File: config.mk
export PLATFORM = sky130hd
export DESIGN_NAME = axis_relu_maxpool
export DESIGN_NICKNAME = d
export VERILOG_FILES = /design/src/rtl/axis_pool_pkg.sv /design/src/rtl/pool_line_buffer.sv /design/src/rtl/axis_relu_maxpool.sv
export SDC_FILE = /design/constraint.sdc
export NUM_CORES = 1
export LEC_CHECK = 0
export ABC_AREA = 1
export CAP_MARGIN = 20
export CORE_UTILIZATION = 41
export DETAILED_ROUTE_END_ITERATION = 6
export HOLD_SLACK_MARGIN = 0.1
export MAX_ROUTING_LAYER = met4
export SLEW_MARGIN = 20
export SYNTH_ARGS = -nofsm -noshare
export SYNTH_HDL_FRONTEND = slang
export SYNTH_SLANG_ARGS = --single-unit
File: constraint.sdc
create_clock -name s00_axis_aclk -period 8.2 [get_ports s00_axis_aclk]
set_input_delay 1.64 -clock s00_axis_aclk [delete_from_list [all_inputs] [get_ports s00_axis_aclk]]
set_output_delay 1.64 -clock s00_axis_aclk [all_outputs]
set_load 0.1 [all_outputs]
File: src/rtl/axis_pool_pkg.sv
// Shared types and helpers for the 2x2 max-pool / ReLU stream stage.
// State encoding is {row parity, column parity} of the beat about to be accepted.
package axis_pool_pkg;

    typedef enum logic [1:0] {
        E0 = 2'b00,
        E1 = 2'b01,
        O0 = 2'b10,
        O1 = 2'b11
    } pool_state_t;

    localparam int unsigned MAX_W = 64;

    function automatic int unsigned idx_width(input int unsigned n);
        return (n <= 2) ? 1 : $clog2(n);
    endfunction

    function automatic logic signed [MAX_W-1:0] max2(input logic signed [MAX_W-1:0] a,
                                                     input logic signed [MAX_W-1:0] b);
        return (a > b) ? a : b;
    endfunction

endpackage

File: src/rtl/pool_line_buffer.sv
// One-row buffer of even-row pair maxima; synchronous write, synchronous read
// whose output register only changes on a read enable.
module pool_line_buffer
    import axis_pool_pkg::*;
#(
    parameter int unsigned DEPTH = 8,
    parameter int unsigned WIDTH = 32,
    parameter int unsigned AW    = idx_width(DEPTH)
) (
    input  logic             clk,
    input  logic             wr_en,
    input  logic [AW-1:0]    wr_addr,
    input  logic [WIDTH-1:0] wr_data,
    input  logic             rd_en,
    input  logic [AW-1:0]    rd_addr,
    output logic [WIDTH-1:0] rd_data
);

    logic [WIDTH-1:0] mem [DEPTH];

    always_ff @(posedge clk) begin
        if (wr_en) mem[wr_addr] <= wr_data;
        if (rd_en) rd_data <= mem[rd_addr];
    end

endmodule

File: src/rtl/axis_relu_maxpool.sv
// AXI4-Stream 2x2/stride-2 signed max pooling followed by ReLU over IMG_W x IMG_H frames.
// The output register is the only output storage; input stalls while it is full and not ready.
module axis_relu_maxpool
    import axis_pool_pkg::*;
#(
    parameter int unsigned C_AXIS_TDATA_WIDTH = 32,
    parameter int unsigned IMG_W              = 16,
    parameter int unsigned IMG_H              = 16
) (
    input  logic                              s00_axis_aclk,
    input  logic                              s00_axis_aresetn,
    input  logic [C_AXIS_TDATA_WIDTH-1:0]     s00_axis_tdata,
    input  logic [(C_AXIS_TDATA_WIDTH/8)-1:0] s00_axis_tstrb,
    input  logic                              s00_axis_tvalid,
    output logic                              s00_axis_tready,
    input  logic                              s00_axis_tlast,
    output logic [C_AXIS_TDATA_WIDTH-1:0]     m00_axis_tdata,
    output logic [(C_AXIS_TDATA_WIDTH/8)-1:0] m00_axis_tstrb,
    output logic                              m00_axis_tvalid,
    input  logic                              m00_axis_tready,
    output logic                              m00_axis_tlast,
    output logic                              frame_err
);

    localparam int unsigned W  = C_AXIS_TDATA_WIDTH;
    localparam int unsigned CW = idx_width(IMG_W);
    localparam int unsigned RW = idx_width(IMG_H);
    localparam int unsigned AW = idx_width(IMG_W / 2);

    logic                    aresetn_q;
    logic [CW-1:0]           col;
    logic [RW-1:0]           row;
    pool_state_t             state;
    logic [W-1:0]            pair;
    logic [W-1:0]            lb_rdata;
    logic [W-1:0]            lb_wdata;
    logic [AW-1:0]           lb_addr;
    logic                    accept;
    logic                    col_end;
    logic                    frame_end;
    logic signed [MAX_W-1:0] v;
    logic [W-1:0]            relu_v;
    logic                    unused_tstrb;

    assign unused_tstrb    = ^s00_axis_tstrb;
    assign m00_axis_tstrb  = '1;
    assign s00_axis_tready = aresetn_q & (~m00_axis_tvalid | m00_axis_tready);
    assign accept          = s00_axis_tvalid & s00_axis_tready;
    assign col_end         = (col == CW'(IMG_W - 1));
    assign frame_end       = col_end && (row == RW'(IMG_H - 1));
    assign lb_addr         = AW'(col >> 1);

    always_comb begin
        lb_wdata = W'(max2(MAX_W'($signed(pair)), MAX_W'($signed(s00_axis_tdata))));
        v        = max2(MAX_W'($signed(lb_rdata)),
                        max2(MAX_W'($signed(pair)), MAX_W'($signed(s00_axis_tdata))));
        relu_v   = v[MAX_W-1] ? '0 : W'(v);
    end

    always_ff @(posedge s00_axis_aclk) begin
        aresetn_q <= s00_axis_aresetn;
    end

    // Any tlast/position disagreement flags the frame and re-aligns to the top-left corner.
    always_ff @(posedge s00_axis_aclk) begin
        if (!s00_axis_aresetn) begin
            col       <= '0;
            row       <= '0;
            state     <= E0;
            pair      <= '0;
            frame_err <= 1'b0;
        end else if (accept) begin
            if (state == E0 || state == O0) pair <= s00_axis_tdata;
            if (s00_axis_tlast != frame_end) frame_err <= 1'b1;
            if (frame_end || s00_axis_tlast) begin
                col   <= '0;
                row   <= '0;
                state <= E0;
            end else begin
                if (col_end) begin
                    col <= '0;
                    row <= row + RW'(1);
                end else begin
                    col <= col + CW'(1);
                end
                unique case (state)
                    E0: state <= E1;
                    E1: state <= col_end ? O0 : E0;
                    O0: state <= O1;
                    O1: state <= col_end ? E0 : O0;
                endcase
            end
        end
    end

    always_ff @(posedge s00_axis_aclk) begin
        if (!s00_axis_aresetn) begin
            m00_axis_tvalid <= 1'b0;
            m00_axis_tlast  <= 1'b0;
            m00_axis_tdata  <= '0;
        end else if (accept && state == O1) begin
            m00_axis_tvalid <= 1'b1;
            m00_axis_tlast  <= frame_end;
            m00_axis_tdata  <= relu_v;
        end else if (m00_axis_tready) begin
            m00_axis_tvalid <= 1'b0;
            m00_axis_tlast  <= 1'b0;
        end
    end

    pool_line_buffer #(
        .DEPTH (IMG_W / 2),
        .WIDTH (W),
        .AW    (AW)
    ) u_line_buffer (
        .clk     (s00_axis_aclk),
        .wr_en   (accept && state == E1),
        .wr_addr (lb_addr),
        .wr_data (lb_wdata),
        .rd_en   (accept && state == O0),
        .rd_addr (lb_addr),
        .rd_data (lb_rdata)
    );

endmodule
After elaboration in Yosys (flattened, before gate mapping)
Memories as Yosys holds them, arrays and structs flattened. A register that Yosys moved wholly into a read port is not among the register bits.
Index checks and enable logic that the tools add are counted.
Widths: inputs -> output; s select.
{"block": "totals", "reg_bits": 78, "latchBits": 0, "ramBits": 256, "romBits": 0, "inputBits": 41, "out_inout_bits": 40, "elab_cells": 52, "memories": 1}
{"block": "classes", "n_addsub": 2, "multipliers": 0, "div_mod_pow": 0, "magnitude_cmp": 2, "eq_ne": 6, "n_shift": 0, "mux": 16, "bitwise_logic": 4, "reduce_logical": 12}
{"memory": "u_line_buffer.mem", "depth": 8, "width": 32, "read_ports": 1, "rd_ports_with_merged_regs": 1, "write_ports": 1, "line_no": "pool_line_buffer.sv:19", "text": "logic [WIDTH-1:0] mem [DEPTH];"}
{"operator": "$mux 64", "n": 2}
{"operator": "$gt 32x64->1", "n": 1}
{"operator": "$gt 32x32->1", "n": 1}
{"operator": "$mux 32", "n": 1}
{"operator": "$mux 4", "n": 4}
{"operator": "$add 4x1->4 const B", "n": 2}
{"operator": "$eq 4x4->1 const B", "n": 2}
{"operator": "$pmux 2 s4", "n": 1}
{"operator": "$mux 2", "n": 3}
{"operator": "$reduce_and 2->1", "n": 3}
{"operator": "$mux 1", "n": 5}
{"operator": "$eq 2x2->1 const B", "n": 2}
{"operator": "$logic_and 1x1->1", "n": 4}
{"operator": "$reduce_bool 2->1", "n": 2}
{"operator": "$and 1x1->1", "n": 2}
{"operator": "$eq 2x1->1 const B", "n": 1}
{"operator": "$logic_not 2->1", "n": 1}
{"operator": "$logic_or 1x1->1", "n": 2}
{"operator": "$ne 1x1->1", "n": 1}
{"operator": "$not 1->1", "n": 1}
{"operator": "$or 1x1->1", "n": 1}

Logic depth before layout (Yosys ltp)
{"block": "logic_depth", "word_depth": 7, "mapped_depth": 36, "ltp_nobuf": 34}

Hierarchy
From an unflattened synthesis, not the netlist that was laid out.
{"block": "hier_totals", "hier_cells": 1984, "area_unflattened_um2": 17605.6}
{"mod": "pool_line_buffer", "instances": 1, "cells_per_inst": 1156, "area_per_inst_um2": 12192.9, "seq_area_each_um2": 8648.3}
{"mod": "axis_relu_maxpool", "instances": 1, "cells_per_inst": 828, "area_per_inst_um2": 5412.7, "seq_area_each_um2": 1541.5}

Worst setup path before layout
No wires, ideal clock.
{"block": "synth_path", "path_kind": "input-to-reg", "startpoint": "in m00_axis_tready", "endpoint": "mem u_line_buffer.mem[0][0], enable pin", "setup_ps": 501, "arrival_time_ps": 6327, "required_time_ps": 7699, "path_slack_ps": 1371, "cell_stages": 7, "path_buffers": 0, "cell_sequence": "inv_1 -> nand2_1 -> and2_1 -> nand2_1 -> nor2_1 -> nand2_1 -> nor4_1"}
{"block": "synth_between", "elab_chain_cells": 6}
{"element": "from (decl)", "line_no": "axis_relu_maxpool.sv:20", "text": "input logic m00_axis_tready,"}
{"element": "$or 1x1->1", "line_no": "axis_relu_maxpool.sv:47", "text": "assign s00_axis_tready = aresetn_q & (~m00_axis_tvalid | m00_axis_tready);"}
{"element": "$and 1x1->1", "line_no": "axis_relu_maxpool.sv:47"}
{"element": "named net s00_axis_tready", "line_no": "axis_relu_maxpool.sv:15", "text": "output logic s00_axis_tready,"}
{"element": "$and 1x1->1", "line_no": "axis_relu_maxpool.sv:48", "text": "assign accept = s00_axis_tvalid & s00_axis_tready;"}
{"element": "$logic_and 1x1->1", "line_no": "axis_relu_maxpool.sv:117", "text": ".wr_en (accept && state == E1),"}
{"element": "$mux 1", "line_no": "pool_line_buffer.sv:22", "text": "if (wr_en) mem[wr_addr] <= wr_data;"}
{"element": "$mux 1 (not written as such)", "line_no": "pool_line_buffer.sv:22"}
{"element": "to (decl)", "line_no": "pool_line_buffer.sv:19"}
The timed path passes the listed nets, and every way through them passes these cells.

Worst setup path after layout
{"block": "layout_path", "startpoint": "in s00_axis_tdata[31]", "endpoint": "reg m00_axis_tdata[10]"}
{"block": "layout_between", "elab_chain_cells": 5}
{"element": "from (decl)", "line_no": "axis_relu_maxpool.sv:12", "text": "input logic [C_AXIS_TDATA_WIDTH-1:0] s00_axis_tdata,"}
{"element": "$gt 32x32->1", "line_no": "axis_pool_pkg.sv:20", "text": "return (a > b) ? a : b;"}
{"element": "$mux 64 *", "line_no": "axis_pool_pkg.sv:20"}
{"element": "$gt 32x64->1", "line_no": "axis_pool_pkg.sv:20"}
{"element": "$mux 64 *", "line_no": "axis_pool_pkg.sv:20"}
{"element": "$mux 32 *", "line_no": "axis_relu_maxpool.sv:57", "text": "relu_v = v[MAX_W-1] ? '0 : W'(v);"}
{"element": "to (signal assigned)", "line_no": "axis_relu_maxpool.sv:104", "text": "m00_axis_tdata <= relu_v;"}
{"element": "to (decl)", "line_no": "axis_relu_maxpool.sv:17", "text": "output logic [C_AXIS_TDATA_WIDTH-1:0] m00_axis_tdata,"}
Mark *: on every way between the ends. The rest lies on a longest branch, timed or not.
A chain may end at the register's enable or synchronous reset.

==> flow_summary_export.csv <==
group,metric,value,unit
status,run_status,"completed",
floorplan,rows,70,
layout,finish.net_count,1544,
yosys,postSynthCellCount,1361,
setup_path,crit_path_category,"primary input to flip-flop",
yosys,avg_synthesized_cell_area,11.4,um^2
yosys,synth.area.top_cells,"sky130_fd_sc_hd__edfxtp_1, sky130_fd_sc_hd__dfxtp_1, sky130_fd_sc_hd__nand2_1",
clock_network,cts.hold.buffers_added,0,
grt,first_global_vias,10400,
power,power_per_cell_area,227,nW/um^2
yosys,synthTopCellsByCount,"sky130_fd_sc_hd__edfxtp_1, sky130_fd_sc_hd__nand2_1, sky130_fd_sc_hd__inv_1, sky130_fd_sc_hd__a21oi_1",
drt,drt-pass1-iter-count,5,
clock_network,ctsLongestPathBuffers,3,
setup_path,timing.critical_path.required,8.66,ns
hold_path,hold_path_class,"flip-flop to flip-flop",
grt,gr_overflow_total,0,
grt,groute.usage.overall,21.5,%
clock_network,worst_skew_pair.late_latency,0.54,ns
placement,numPlacedInstances,1902,
clock_network,cts_repair_resize_count,0,
timing,setup-tns-final,0,ns
clock_network,htree_num_levels,2,
yosys,synth-edff-count,288,
floorplan,initial_core_utilization,42.0,%
clock_network,cts_post_setup_buffers_inserted,0,
floorplan,dieArea,38500,um^2
grt,grt_pass1_wl,60.5,mm
drt,routed_wirelength_normalized_by_instance_count,20.1,um
yosys,synth_largest_type_area_fraction,55.9,%
timing,tightest_slew,1.00,ns
drt,vias_per_cell,5.38,
yosys,cell_with_the_most_instances_after_synthesis,"sky130_fd_sc_hd__edfxtp_1",
power,vdd_ir_drop_max,0.000104,V
power,power_leakage,6.69,nW
yosys,synth-warning-count,0,
yosys,synth_area,15500,um^2
layout,syn2layout_area_growth,16.5,%
grt,grt_max_degree,66,
yosys,post_synthesis_sequential_area_ratio,65.8,%
clock_network,cts_num_sinks,365,
yosys,synth_top_flop_cell,"sky130_fd_sc_hd__edfxtp_1",
clock_network,cts-root-buf,"sky130_fd_sc_hd__clkbuf_16",
timing,fmax,146,MHz
clock_network,tritoncts,"built",
layout,layout_cell_share_with_drive_strength_beyond_1,7.72,%
drt,detail-route-antenna-nets,0,
timing,max-slew-margin-rel,32.9,%
setup_path,crit_end_category,"flip-flop",
drt,final_wl,39.6,mm
layout,n_antenna_cell,0,
flow_run,drv.max_cap_violation_count,0,
yosys,ys_seq_elements,365,
grt,antenna_found_initial,0,
drt,drt_iter0_drc,892,
timing,final.setup_skew,0.0135,ns
layout,layoutNonFillerInstCount,1968,
setup_path,worstPathArrival,7.31,ns
setup_path,worst_setup_path_start_kind,"primary input",
layout,filler_cell_count,3249,
floorplan,num_io_pins,81,
timing,period_minus_slack,6.85,ns
setup_path,highest_fanout_seen_on_the_critical_path,44,
timing,final-setup-viol-count,0,
yosys,synth_top_cell_by_area,"sky130_fd_sc_hd__edfxtp_1",
placement,place_congestion,0.839,
drt,via_count,10600,
clock_network,clk_pin_slew_worst_paths,0.06,ns
floorplan,fp.coreArea,36900,um^2
drt,post_route_drc_violation_count,0,
yosys,postSynth.asyncResetShare,0,%
placement,place.port_buffers,71,
timing,unrepaired_setup_endpoints_after_global_routing,"no",
placement,dp_hpwl,22.8,mm
yosys,synthDistinctLibCells,39,
floorplan,die_height,196,um
timing,hold_viol,0,
timing,post-route-period-util,83.6,%
timing,fin_max_slew_vios,0,
floorplan,die_w,196,um
clock_network,cts_inserted_buffers,37,
[layout by cell type, fill, tap and decap left out, types with 25 or more instances in the layout]
master	count
sky130_fd_sc_hd__a21oi_1	109
sky130_fd_sc_hd__a22o_1	28
sky130_fd_sc_hd__a22oi_1	46
sky130_fd_sc_hd__buf_4	31
sky130_fd_sc_hd__clkbuf_16	39
sky130_fd_sc_hd__clkdlybuf4s50_1	71
sky130_fd_sc_hd__dfxtp_1	77
sky130_fd_sc_hd__edfxtp_1	288
sky130_fd_sc_hd__ha_1	66
sky130_fd_sc_hd__inv_1	134
sky130_fd_sc_hd__nand2_1	235
sky130_fd_sc_hd__nand3_1	77
sky130_fd_sc_hd__nand4_1	38
sky130_fd_sc_hd__nor2_1	70
sky130_fd_sc_hd__o21ai_0	25
[layout make-up]
type	instances	area, um^2	share of cell area [%]
Tap cell	504	631	3.50
Inverter	141	529	2.94
Timing Repair Buffer	102	943	5.23
Multi-Input combinational cell	790	4580	25.4
Clock inverter	11	104	0.576
Clock buffer	55	1050	5.80
Sequential cell	365	10200	56.5
[power by group]
group,switching [mW],internal (mW)
registers,0.00728,2.06
clock network,0.682,0.946
logic,0.283,0.109
total,0.972,3.12
[through the flow]
step / hold slack, ns / worst slack [ns] / instance area, um^2 / power [mW] / utilization (%)
floorplan: 0.443 / 1.37 / 15500 / 2.36 / -
global placement: 0.439 / 0.894 / 16900 / 2.48 / 45.8
detailed placement: 0.441 / 0.848 / 16900 / 2.49 / 45.8
CTS: 0.451 / 1.37 / 18000 / 4.11 / 48.9
global route: 0.486 / 0.832 / 18000 / 4.22 / 48.9
finish: 0.452 / 1.35 / 18000 / 4.09 / 48.9
[worst paths after layout]
check	from	to	slack, ns	cells past startpoint
setup / recovery	s00_axis_tdata[31]	m00_axis_tdata[10]	1.35	25
hold / removal	frame_err	frame_err	0.45	2
setup reg to reg	pair[23]	m00_axis_tdata[10]	2.69	23
hold reg to reg	frame_err	frame_err	0.45	2
[flip-flops by register name, summed over array words and instances, names as in the netlist]
signal	flops
frame_err	1
u_line_buffer.mem	256
m00_axis_tvalid	1
u_line_buffer.rd_data	32
pair	32
col	4
row	4
m00_axis_tdata	31
m00_axis_tlast	1
aresetn_q	1
state	2
[layer usage]
layer / track usage, % / wire length (um) / share of wire, % / vias up
met2: 34.8 / 18700 / 47 / 358
met4: 5.61 / 760 / 1.9 / 0
li1: - / - / - / 5005
met5: - / 0 / 0 / -
met1: 28.1 / 17400 / 44 / 5170
met3: 3.51 / 2770 / 7.0 / 49
[logic make-up (layout without fill, tap and decap cells)]
group	Yosys count	after routing	synth area share [%]
AO/OA/AOI/OAI	263	263	10.7
adder cells (fa/ha/maj)	66	66	5.34
buffers and inverters	209	309	5.29
XOR/XNOR	3	3	0.170
flip-flops	365	365	65.8
other	2	5	0.0485
AND/OR/NAND/NOR	453	453	12.7
[worst max-delay path, stage by stage]
cell and delay [ns]:
sky130_fd_sc_hd__clkdlybuf4s50_1 0.50, sky130_fd_sc_hd__inv_1 0.05, sky130_fd_sc_hd__ha_1 0.34, sky130_fd_sc_hd__a21oi_1 0.19, sky130_fd_sc_hd__o21a_1 0.15, sky130_fd_sc_hd__nand2_1 0.06
sky130_fd_sc_hd__a21oi_2 0.17, sky130_fd_sc_hd__nand2_1 0.10, sky130_fd_sc_hd__nand2_2 0.11, sky130_fd_sc_hd__nand3_4 0.40, sky130_fd_sc_hd__o21ai_1 0.63, sky130_fd_sc_hd__ha_1 0.37
sky130_fd_sc_hd__a21oi_1 0.14, sky130_fd_sc_hd__o21ai_1 0.12, sky130_fd_sc_hd__nand3_1 0.09, sky130_fd_sc_hd__a21oi_1 0.06, sky130_fd_sc_hd__a211oi_1 0.55, sky130_fd_sc_hd__nor2_1 0.08
sky130_fd_sc_hd__a2111oi_0 0.30, sky130_fd_sc_hd__nand2_1 0.12, sky130_fd_sc_hd__nand2_2 0.08, sky130_fd_sc_hd__nand2_2 0.46, sky130_fd_sc_hd__nand2_1 0.30, sky130_fd_sc_hd__nand3_1 0.11
sky130_fd_sc_hd__a21oi_1 0.16
No activity file was read; power rests on OpenSTA's default activity.
